`src/rtl/cpu_sequencer.sv`:
```
// cpu_sequencer: control sequencer for the 4-bit-opcode accumulator CPU.
// Steps FETCH -> EXEC1 [-> EXEC2] -> FETCH. Holds the instruction register, drives the PC,
// memory and decoder controls, resolves conditional jumps and halts on stp.
//
// Ports:
//   clk, reset          rising-edge clock, asynchronous active-high reset
//   run                 advance enable; 0 freezes state and suppresses strobes
//   mem_rdata           instruction word at the PC, captured in FETCH
//   acc_neg, acc_zero   accumulator flags used by jmi / jeq in EXEC1
//   Q                   one-hot state: FETCH=100, EXEC2=010, EXEC1=001, HALT=000
//   C, operand          opcode and address/immediate fields of the IR
//   ir_load, pc_inc     FETCH strobes
//   pc_load             PC load from operand (jump taken)
//   addr_sel            memory address source: 0=PC, 1=operand
//   mem_wr              memory write strobe (sta)
//   halted              sequencer is in HALT
//   retired             count of completed instructions (wraps)
module cpu_sequencer #(
  parameter int unsigned DATA_W = 16,
  parameter int unsigned OP_W   = 4,
  parameter int unsigned CNT_W  = 16
) (
  input  logic                   clk,
  input  logic                   reset,
  input  logic                   run,
  input  logic [DATA_W-1:0]      mem_rdata,
  input  logic                   acc_neg,
  input  logic                   acc_zero,
  output logic [2:0]             Q,
  output logic [OP_W-1:0]        C,
  output logic [DATA_W-OP_W-1:0] operand,
  output logic                   ir_load,
  output logic                   pc_inc,
  output logic                   pc_load,
  output logic                   addr_sel,
  output logic                   mem_wr,
  output logic                   halted,
  output logic [CNT_W-1:0]       retired
);

  localparam logic [OP_W-1:0] OpLda = OP_W'(4'h0);
  localparam logic [OP_W-1:0] OpSta = OP_W'(4'h1);
  localparam logic [OP_W-1:0] OpAdd = OP_W'(4'h2);
  localparam logic [OP_W-1:0] OpSub = OP_W'(4'h3);
  localparam logic [OP_W-1:0] OpJmp = OP_W'(4'h4);
  localparam logic [OP_W-1:0] OpJmi = OP_W'(4'h5);
  localparam logic [OP_W-1:0] OpJeq = OP_W'(4'h6);
  localparam logic [OP_W-1:0] OpStp = OP_W'(4'h7);

  // Encodings double as the one-hot Q output.
  typedef enum logic [2:0] {
    StHalt  = 3'b000,
    StExec1 = 3'b001,
    StExec2 = 3'b010,
    StFetch = 3'b100
  } state_e;

  state_e            state_q, state_d;
  logic [DATA_W-1:0] ir_q;
  logic [CNT_W-1:0]  retired_q;

  logic ir_load_raw, pc_inc_raw, pc_load_raw, mem_wr_raw, retire;
  logic strobe_en;

  assign C       = ir_q[DATA_W-1 -: OP_W];
  assign operand = ir_q[DATA_W-OP_W-1:0];

  always_comb begin
    state_d     = state_q;
    ir_load_raw = 1'b0;
    pc_inc_raw  = 1'b0;
    pc_load_raw = 1'b0;
    mem_wr_raw  = 1'b0;
    addr_sel    = 1'b0;
    retire      = 1'b0;
    case (state_q)
      StFetch: begin
        ir_load_raw = 1'b1;
        pc_inc_raw  = 1'b1;
        state_d     = StExec1;
      end
      StExec1: begin
        state_d = StFetch;
        case (C)
          OpLda, OpAdd, OpSub: begin
            addr_sel = 1'b1;
            state_d  = StExec2;
          end
          OpSta: begin
            addr_sel   = 1'b1;
            mem_wr_raw = 1'b1;
          end
          OpJmp:   pc_load_raw = 1'b1;
          OpJmi:   pc_load_raw = acc_neg;
          OpJeq:   pc_load_raw = acc_zero;
          OpStp:   state_d = StHalt;
          default: ;
        endcase
        // Every EXEC1 exit except into EXEC2 completes the instruction, HALT included.
        retire = (state_d != StExec2);
      end
      StExec2: begin
        addr_sel = 1'b1;
        state_d  = StFetch;
        retire   = 1'b1;
      end
      StHalt:  state_d = StHalt;
      default: state_d = StFetch;  // unreachable encodings recover
    endcase
  end

  // Strobes only fire on an edge that will actually advance the sequencer.
  assign strobe_en = run & ~reset;
  assign ir_load   = ir_load_raw & strobe_en;
  assign pc_inc    = pc_inc_raw  & strobe_en;
  assign pc_load   = pc_load_raw & strobe_en;
  assign mem_wr    = mem_wr_raw  & strobe_en;

  assign Q       = state_q;
  assign halted  = (state_q == StHalt);
  assign retired = retired_q;

  always_ff @(posedge clk or posedge reset) begin
    if (reset) begin
      state_q   <= StFetch;
      ir_q      <= '0;
      retired_q <= '0;
    end else if (run) begin
      state_q <= state_d;
      if (ir_load_raw) ir_q <= mem_rdata;
      if (retire) retired_q <= retired_q + CNT_W'(1);
    end
  end

endmodule

```
`config.mk`:
```
export PLATFORM = sky130hd
export DESIGN_NAME = cpu_sequencer
export DESIGN_NICKNAME = d
export VERILOG_FILES = /design/src/rtl/cpu_sequencer.sv
export SDC_FILE = /design/constraint.sdc
export NUM_CORES = 1
export LEC_CHECK = 0
export BUFFER_PORTS_ARGS = -buffer_cell sky130_fd_sc_hd__buf_2
export CAP_MARGIN = 30
export CORE_MARGIN = 3
export CORE_UTILIZATION = 30
export CTS_BUF_LIST = sky130_fd_sc_hd__clkbuf_4 sky130_fd_sc_hd__clkbuf_8
export DETAILED_ROUTE_END_ITERATION = 6
export PLACE_DENSITY_LB_ADDON = 0.08
export REMOVE_ABC_BUFFERS = 1
export SYNTH_ARGS = -nofsm -noshare
export SYNTH_HDL_FRONTEND = slang
export SYNTH_SLANG_ARGS = --single-unit
```
`constraint.sdc`:
```
create_clock -name clk -period 2.9 [get_ports clk]
set_input_delay 0.29 -clock clk [delete_from_list [all_inputs] [get_ports clk]]
set_output_delay 0.29 -clock clk [all_outputs]
set_load 0.1 [all_outputs]
```
**Word-level counts from Yosys, hierarchy flattened**

Cells that the tools add are included.

- Bits in latches: 0
- Memories: 0
- Flip-flop bits (word level): 35
- Output and inout port bits: 41
- Bits of input ports: 21
- Memory bits (writable): 0
- ROM bits: 0

- $add $sub $neg: 1
- Div/mod/pow operators: 0
- Reductions and logical operators: 6
- Equal/unequal tests: 11
- Bitwise logic cells: 5
- Multiplexer cells: 11
- Shifts and indexed selects: 0
- $lt $le $gt $ge: 0
- Multipliers: 0

Operators by type and width:

| operator | count |
|---|---|
| adder 16 x 1 -> 16 bit, second input constant | 1 |
| equality test 4 x 3 -> 1 bit, second input constant | 4 |
| one-hot mux 3 bit (3 select lines) | 1 |
| equality test 4 x 2 -> 1 bit, second input constant | 2 |
| one-hot mux 3 bit (2 select lines) | 1 |
| 2-to-1 mux 1 bit | 5 |
| AND 1 bit | 4 |
| equality test 4 x 1 -> 1 bit, second input constant | 1 |
| logical NOT 4 bit | 1 |
| one-hot mux 1 bit (2 select lines) | 2 |
| AND reduction 2 bit | 2 |
| OR reduction 4 bit | 1 |
| equality test 3 x 1 -> 1 bit, second input constant | 1 |
| equality test 3 x 2 -> 1 bit, second input constant | 1 |
| equality test 3 bit, second input constant | 1 |
| logical NOT 3 bit | 1 |
| 2-to-1 mux 3 bit | 1 |
| != test 3 x 2 -> 1 bit, second input constant | 1 |
| one-hot mux 1 bit (3 select lines) | 1 |
| OR reduction 3 bit | 1 |
| NOT 1 bit | 1 |

**Logic depth before layout (Yosys ltp)**

Gate-level depths: netlist of run 1.

- Depth after elaboration: 7
- Gate-level depth with buffers: 6

**Worst setup path after synthesis of run 1**

No wires, ideal clock.

- Kind: flip-flop to output port
- Start point: register state_q[0] (netlist: Q[0])
- End point: output port mem_wr
- Path slack: -1713 ps
- Arrival time: 4323 ps
- Stages on the path, launching flop included: 4
- Cell sequence: dfrtp_1 nand3b_1 or2_2 nor4_1

- Cells in the longest elaborated chain, start to end: 3

Ends and longest elaborated chain:

| item | RTL line | source |
|---|---|---|
| start, declared | 58 | `state_e state_q, state_d;` |
| start signal, assigned | 125 | `state_q <= StFetch;` |
| start signal, assigned | 129 | `state_q <= state_d;` |
| equality test 3 x 1 -> 1 bit | 76 | `case (state_q)` |
| 2-to-1 mux 1 bit | 76 |  |
| AND 1 bit | 117 | `assign mem_wr = mem_wr_raw & strobe_en;` |
| end, declared | 36 | `output logic mem_wr,` |

No other way between the ends.

**Worst setup path in the final report of run 1**

- Start point: input port reset
- End point: output port pc_load

- Cells in the longest elaborated chain, start to end: 3

Ends and longest elaborated chain:

| item | RTL line | source |
|---|---|---|
| start, declared | 24 | `input logic reset,` |
| NOT 1 bit | 113 | `assign strobe_en = run & ~reset;` |
| AND 1 bit | 113 |  |
| AND 1 bit | 116 | `assign pc_load = pc_load_raw & strobe_en;` |
| end, declared | 34 | `output logic pc_load,` |

No other way between the ends.

==> results of run 1 <==
## per-stage QoR
step / setup TNS, ns / cell area [um2]
floorplan: -4.61 / 1550
global placement: 0 / 1950
detailed placement: 0 / 1950
CTS: 0 / 2050
global route: 0 / 2050
finish: 0 / 2050
## critical path: cells and delay by family
family / cells / cell delay, ns
buffers and inverters: 4 / 1.31
AOI/OAI and AO/OA: 2 / 0.35
## final cells by class
| class | instances | area, um2 | share of cell area [%] |
|---|---|---|---|
| clock buffers | 6 | 82.6 | 4.03 |
| clock inverters | 1 | 5.00 | 0.244 |
| inverters | 5 | 18.8 | 0.916 |
| multi-input cells | 85 | 651 | 31.8 |
| flip-flops and latches | 35 | 877 | 42.8 |
| well taps | 67 | 83.8 | 4.09 |
| repair buffers | 64 | 330 | 16.1 |
## routing by layer
layer	up-vias	global-route usage [%]
li1	582	-
met1	565	16.3
met2	36	18.9
met3	2	3.78
met4	0	3.67
met5	-	0
## registers in the layout (all words and copies together), names as in the netlist
name / count
retired: 16
Q: 3
ir_q: 16
## power by group through the flow
stage	sequential [mW]	combinational (mW)	clock [mW]
2_1_floorplan	0.504	0.00964	0
3_3_place_gp	0.499	0.0336	0
3_5_place_dp	0.499	0.0343	0
4_1_cts	0.490	0.0354	0.370
5_1_grt	0.490	0.0389	0.390
6_report	0.490	0.0344	0.350
## worst min path at each step
stage | start | to | slack, ns | depth (start not counted)
finish | mem_rdata[13] | ir_q[13]$_DFFE_PP0P_ | 0.22 | 3
global route | mem_rdata[13] | ir_q[13]$_DFFE_PP0P_ | 0.21 | 3
CTS | mem_rdata[13] | ir_q[13]$_DFFE_PP0P_ | 0.21 | 3
detailed placement | reset | ir_q[13]$_DFFE_PP0P_ | 0.25 | 2
global placement | reset | ir_q[13]$_DFFE_PP0P_ | 0.25 | 2
floorplan | run | Q[2]$_DFFE_PP1P_ | 0.34 | 1
## cell usage in the layout, fill, tap and decap left out, types with 3 or more instances in the layout
master	synthesis	routed
buf_2	2	61
clkbuf_8	0	6
dfrtp_1	34	34
inv_1	5	5
mux2_2	16	16
nand2_1	7	7
nand2b_1	3	3
nand3_1	11	11
nand4_1	5	5
nor2_1	5	5
nor3_1	3	3
xnor2_1	15	15
## kinds of logic (layout without fill, tap and decap cells)
kind of cell / count (synthesis) / in the layout / share of synthesized area (%)
mux: 16 / 16 / 11.4
compound gates: 9 / 9 / 5.08
flops: 35 / 35 / 55.7
simple gates: 43 / 43 / 15.1
buf+inv: 9 / 76 / 3.02
xor+xnor: 16 / 16 / 8.90
fa+ha+maj: 1 / 1 / 0.794
## repair_timing
action	CTS	global route
hold buffers	1	0
endpoints found under the setup margin	0	0
setup buffers	0	0
endpoints found under the hold margin	5	0
==> impl_metrics.ini, run 1 <==
[power_and_ir_drop]
leakage_nw = 1.07
power_switching_mw = 0.187
power_frac_seq_pct = 56.1
p_int_mw = 0.688
p_per_area_nw_per_um2 = 427
clkPwrFrac_pct = 40.0
ir_drop_uv = 182
swShare_pct = 21.3
finalPower_mw = 0.874
comb_power_share_pct = 3.9

[final_layout]
fillerInstances = 496
nNetsFinal = 218
final_core_util_pct = 41.7
final_cells = 263
antenna_cells = 0
layout-drive-gt1-share_pct = 45.9
syn2layout_area_growth_pct = 30.0

[critical_path]
cp_common_cell = buf_2
critical-path-max-stage-delay_ns = 0.53
rr_startpoint = Q[0]$_DFFE_PP0P_
ff2ff_setup_slack_ns = 0.87
r2r_end = retired[1]$_DFFE_PP0P_
crit_start = reset
crit_arrival_ns = 1.97
critPathRequiredTime_ns = 2.61
slowest_stage = dlygate4sd3_1
worstSetupEndpoint = pc_load
crit_chain = dlygate4sd3_1 > buf_2 > inv_1 > o2111ai_1 > a211oi_1 > buf_2
criticalPathCategory = input port to output pin
cp_max_fo = 8
endpoint_kind = output pin
r2r_cells = 3
worst_setup_path_start_kind = input port

[route]
routed.top_layer = met4
avgRoutedWirePerCell_um = 13.2
ant_nets = 0
wl_met1_um = 1650
initialDrtViolationCount = 46
vias = 1185
drc = 0
routed_wirelength_um = 3460
wl_met2_um = 1610
via_per_inst = 4.51
drtPass1Iterations = 4
met3_length_um = 183

[clock_network]
tritoncts = built
cts-buffers-inserted = 5
cts_resized = 0
cts_sinks = 35
cts.clk_slew.worst_paths_ns = 0.07
h-tree-depth = 2
cts_max_path_buffers = 2
cts_root_buffer = clkbuf_8
worstSkewPairLatency_ns = 0.28

[synth]
ys_top_cells_by_area = dfrtp_1 54%, mux2_2 11%, xnor2_1 8.3%
syn_area_per_cell_um2 = 12.2
synth_seq_cells = 35
yosysUniqueCellTypes = 31
synth_edf_count = 0
async_flop_share_pct = 100
netlist_top_cells_count = 34 x dfrtp_1, 16 x mux2_2, 15 x xnor2_1, 11 x nand3_1, 7 x nand2_1
yosysTopAreaCell = dfrtp_1
synth_area_um2 = 1580
yosysMostFrequentCell = dfrtp_1
ys_seq_area_share_pct = 55.7
yosysWarnings = 0
synth_cells = 129
yosysTopAreaCellShare_pct = 54.0
synth_flop_cell = dfrtp_1

[worst_hold_path]
hold_path_class = input port to flip-flop

[floorplan]
die_w_um = 78.5
ios = 62
rows = 25
initial_utilization_pct = 32.1
core-area_um2 = 4910
dieArea_um2 = 6160
dieHeight_um = 78.5

[grt]
grt_use_total_pct = 12.2
grt_antenna_before_repair = 0
grt_pass1_wl_um = 5890
grt_start_max_net_pins = 31
grt_pass1_vias = 1174
grt_overflow = 0

[sta]
setup_viol = 0
tightest_slew_ns = 0.884
worst_slack_ns = 0.641
fin_crit_sh_pct = 77.9
slew_violations = 0
skew_ns = 0.00646
rsz0062_at_grt = no
slew_headroom_pct = 41.1
fin_crit_ns = 2.26
final-hold-violation-count = 0
maxClockFrequency_ghz = 0.443
holdWs_ns = 0.218

[placement]
io_buffers = 61
routabilityCongestion = 0.781
dp_hpwl_um = 2650
dpl.cell_count = 255
place_ws_ns = 0.885

[outcome]
outcome = finished, final reports clean

[flow_run]
max_cap_violations = 0
Power figures use the tool's default switching activity.
==> inputs of run 2 (changes only) <==
ABC_AREA = 1   (was default)
clock period = 1.8 ns   (was 2.9 ns; I/O delays follow)
==> run 2 against run 1 <==
  * Via count grew 36%
  * Global-route usage grew 0.66 points
  * Area after synthesis is 15% higher
  * Synthesized cell count increased by 67%
  * Sequential share of layout area fell by 7.2 points
  * Worst setup slack lost 0.56 ns
  * Final area rose by 20%
  * Die area is 14% higher
  * Critical path type is now flip-flop to output pin
==> impl_metrics.ini, run 2 <==
[route]
ant_nets = 0
initialDrtViolationCount = 37
via_per_inst = 4.47
vias = 1614
drtPass1Iterations = 4
avgRoutedWirePerCell_um = 12.1
routed_wirelength_um = 4370
drc = 0

[grt]
grt_antenna_before_repair = 0
grt_pass1_vias = 1497
use_met1_pct = 17.1
grt_use_total_pct = 12.9
grt_use_met2_pct = 20.3
grt_util_met3_pct = 3.46
grt_start_max_net_pins = 23
grt_busiest_layer = met2
grt_overflow = 0
grt_pass1_wl_um = 7290

[final_layout]
most-common-layout-cells = 65 x nand2_1, 56 x buf_2, 33 x dfrtp_1
fillerInstances = 577
syn2layout_area_growth_pct = 36.5
final_common_cell = nand2_1
nNetsFinal = 310
antenna_cells = 0
layout-drive-gt1-share_pct = 35.6

[floorplan]
rows = 27
dieHeight_um = 83.6
core-area_um2 = 5680
die_w_um = 83.6
ios = 62
initial_utilization_pct = 31.9
dieArea_um2 = 6990

[synth]
synth_edf_count = 0
synth_seq_cells = 35
ys_seq_area_share_pct = 48.5
yosysTopAreaCellShare_pct = 47.1
yosysMostFrequentCell = nand2_1
yosysTopAreaCell = dfrtp_1
syn_area_per_cell_um2 = 8.41
yosysUniqueCellTypes = 26
synth_area_um2 = 1810
yosysWarnings = 0
netlist_top_cells_count = 66 x nand2_1, 34 x dfrtp_1, 26 x nor2_1, 17 x inv_1, 13 x mux2_2
async_flop_share_pct = 100
synth_flop_cell = dfrtp_1
ys_top_cells_by_area = dfrtp_1 47%, nand2_1 14%, mux2_2 8.1%
synth_cells = 215

[clock_network]
cts_root_buffer = clkbuf_8
tritoncts = built
cts_sinks = 35
cts.clk_slew.worst_paths_ns = 0.08
h-tree-depth = 2
cts_max_path_buffers = 2
worstSkewPairLatency_ns = 0.28
cts-buffers-inserted = 5

[flow_run]
max_cap_violations = 0

[sta]
rsz0062_at_grt = yes
fin_crit_ns = 1.72
fin_setup_tns_ns = 0
maxClockFrequency_ghz = 0.583
slew_violations = 0
setup_viol = 0
skew_ns = 0.00810
tightest_slew_ns = 0.503
slew_headroom_pct = 66.7
fin_crit_sh_pct = 95.3
final-hold-violation-count = 0

[critical_path]
worst_setup_path_start_kind = flip-flop
ff2ff_setup_slack_ns = 0.33
critPathRequiredTime_ns = 1.62
endpoint_kind = output pin
slowest_stage = dfrtp_2
criticalPathCategory = flip-flop to output pin
crit_arrival_ns = 1.54
cp_max_fo = 4
critical-path-max-stage-delay_ns = 0.44
crit_chain = nor3_4 > inv_1 > nor3_2 > buf_12

[worst_hold_path]
hold_path_class = input port to flip-flop

[outcome]
outcome = finished, final reports clean

[placement]
routabilityCongestion = 0.772
dp_hpwl_um = 3300
io_buffers = 61
[run 2: changes by cell type after synthesis, moves of 3 or more]
cell and delta:
o21ai_1 +3, inv_1 +12, mux2_2 -3, xor2_1 +3, nand2_1 +59, nand2b_1 -3
a21oi_1 +3, xnor2_1 -11, o21ai_0 +7, nor2_1 +21
[run 2: cells by family (layout without fill, tap and decap cells)]
group           Yosys count  in the layout  synth area share (%)
simple gates            113            113                  26.1
compound gates           21             21                  6.85
flops                    35             35                  48.5
mux                      13             13                  8.10
fa+ha+maj                 1              1                 0.692
xor+xnor                  8              8                  3.88
buf+inv                  24             98                  5.88
[run 2: through the flow]
stage	instance area, um2	setup slack [ns]	hold WS, ns	std cells	util, %
2_1_floorplan	1770	-2.58	0.249	209	-
3_3_place_gp	2280	0.276	0.248	347	40.1
3_5_place_dp	2280	0.258	0.248	347	40.1
4_1_cts	2430	0.0277	0.109	358	42.9
5_1_grt	2470	-0.0148	0.109	361	43.5
6_report	2470	0.0847	0.120	361	43.5
[run 2: area by class of cell]
cell class	count	area, um2	area share (%)
Clock buffer	5	68.8	2.79
Clock inverter	3	47.5	1.93
Inverter	18	67.6	2.74
Multi-Input combinational cell	156	850	34.4
Sequential cell	35	878	35.6
Tap cell	72	90.1	3.65
Timing Repair Buffer	72	465	18.9
[run 2: timing repair]
action	4_1_cts	5_1_grt
setup endpoints to repair	2	2
pin swaps	1	1
endpoints found under the hold margin	19	0
resized for setup	4	2
setup buffers	2	3
hold buffers	1	0
[run 2: critical path, delay by kind of cell, from the launching register on]
kind,cells,cell delay (ns)
and+or+nand+nor,2,0.50
DFF,1,0.44
buffers and inverters,2,0.32
[run 2: worst paths after layout]
| path | from | to | cells past startpoint |
|---|---|---|---|
| max in group asynchronous | reset | retired[2]$_DFFE_PP0P_ | 4 |
| min in group asynchronous | reset | retired[7]$_DFFE_PP0P_ | 4 |
| hold reg to reg | ir_q[6]$_DFFE_PP0P_ | ir_q[6]$_DFFE_PP0P_ | 1 |
| setup / recovery | Q[1]$_DFFE_PP0P_ | pc_load | 4 |
| setup reg to reg | retired[1]$_DFFE_PP0P_ | retired[14]$_DFFE_PP0P_ | 8 |
| hold / removal | mem_rdata[5] | ir_q[5]$_DFFE_PP0P_ | 2 |
[run 2: layer usage]
layer / wire (um) / vias to the layer above / share of wire [%]
li1: - / 843 / -
met4: 30 / 0 / 0.69
met1: 2130 / 736 / 49
met3: 186 / 2 / 4.3
met2: 2020 / 33 / 46
met5: 0 / - / 0
Power of run 2 is left out: the tool's default activity adds up to more than one toggle a clock period on the data nets, which glitch-free logic cannot reach.
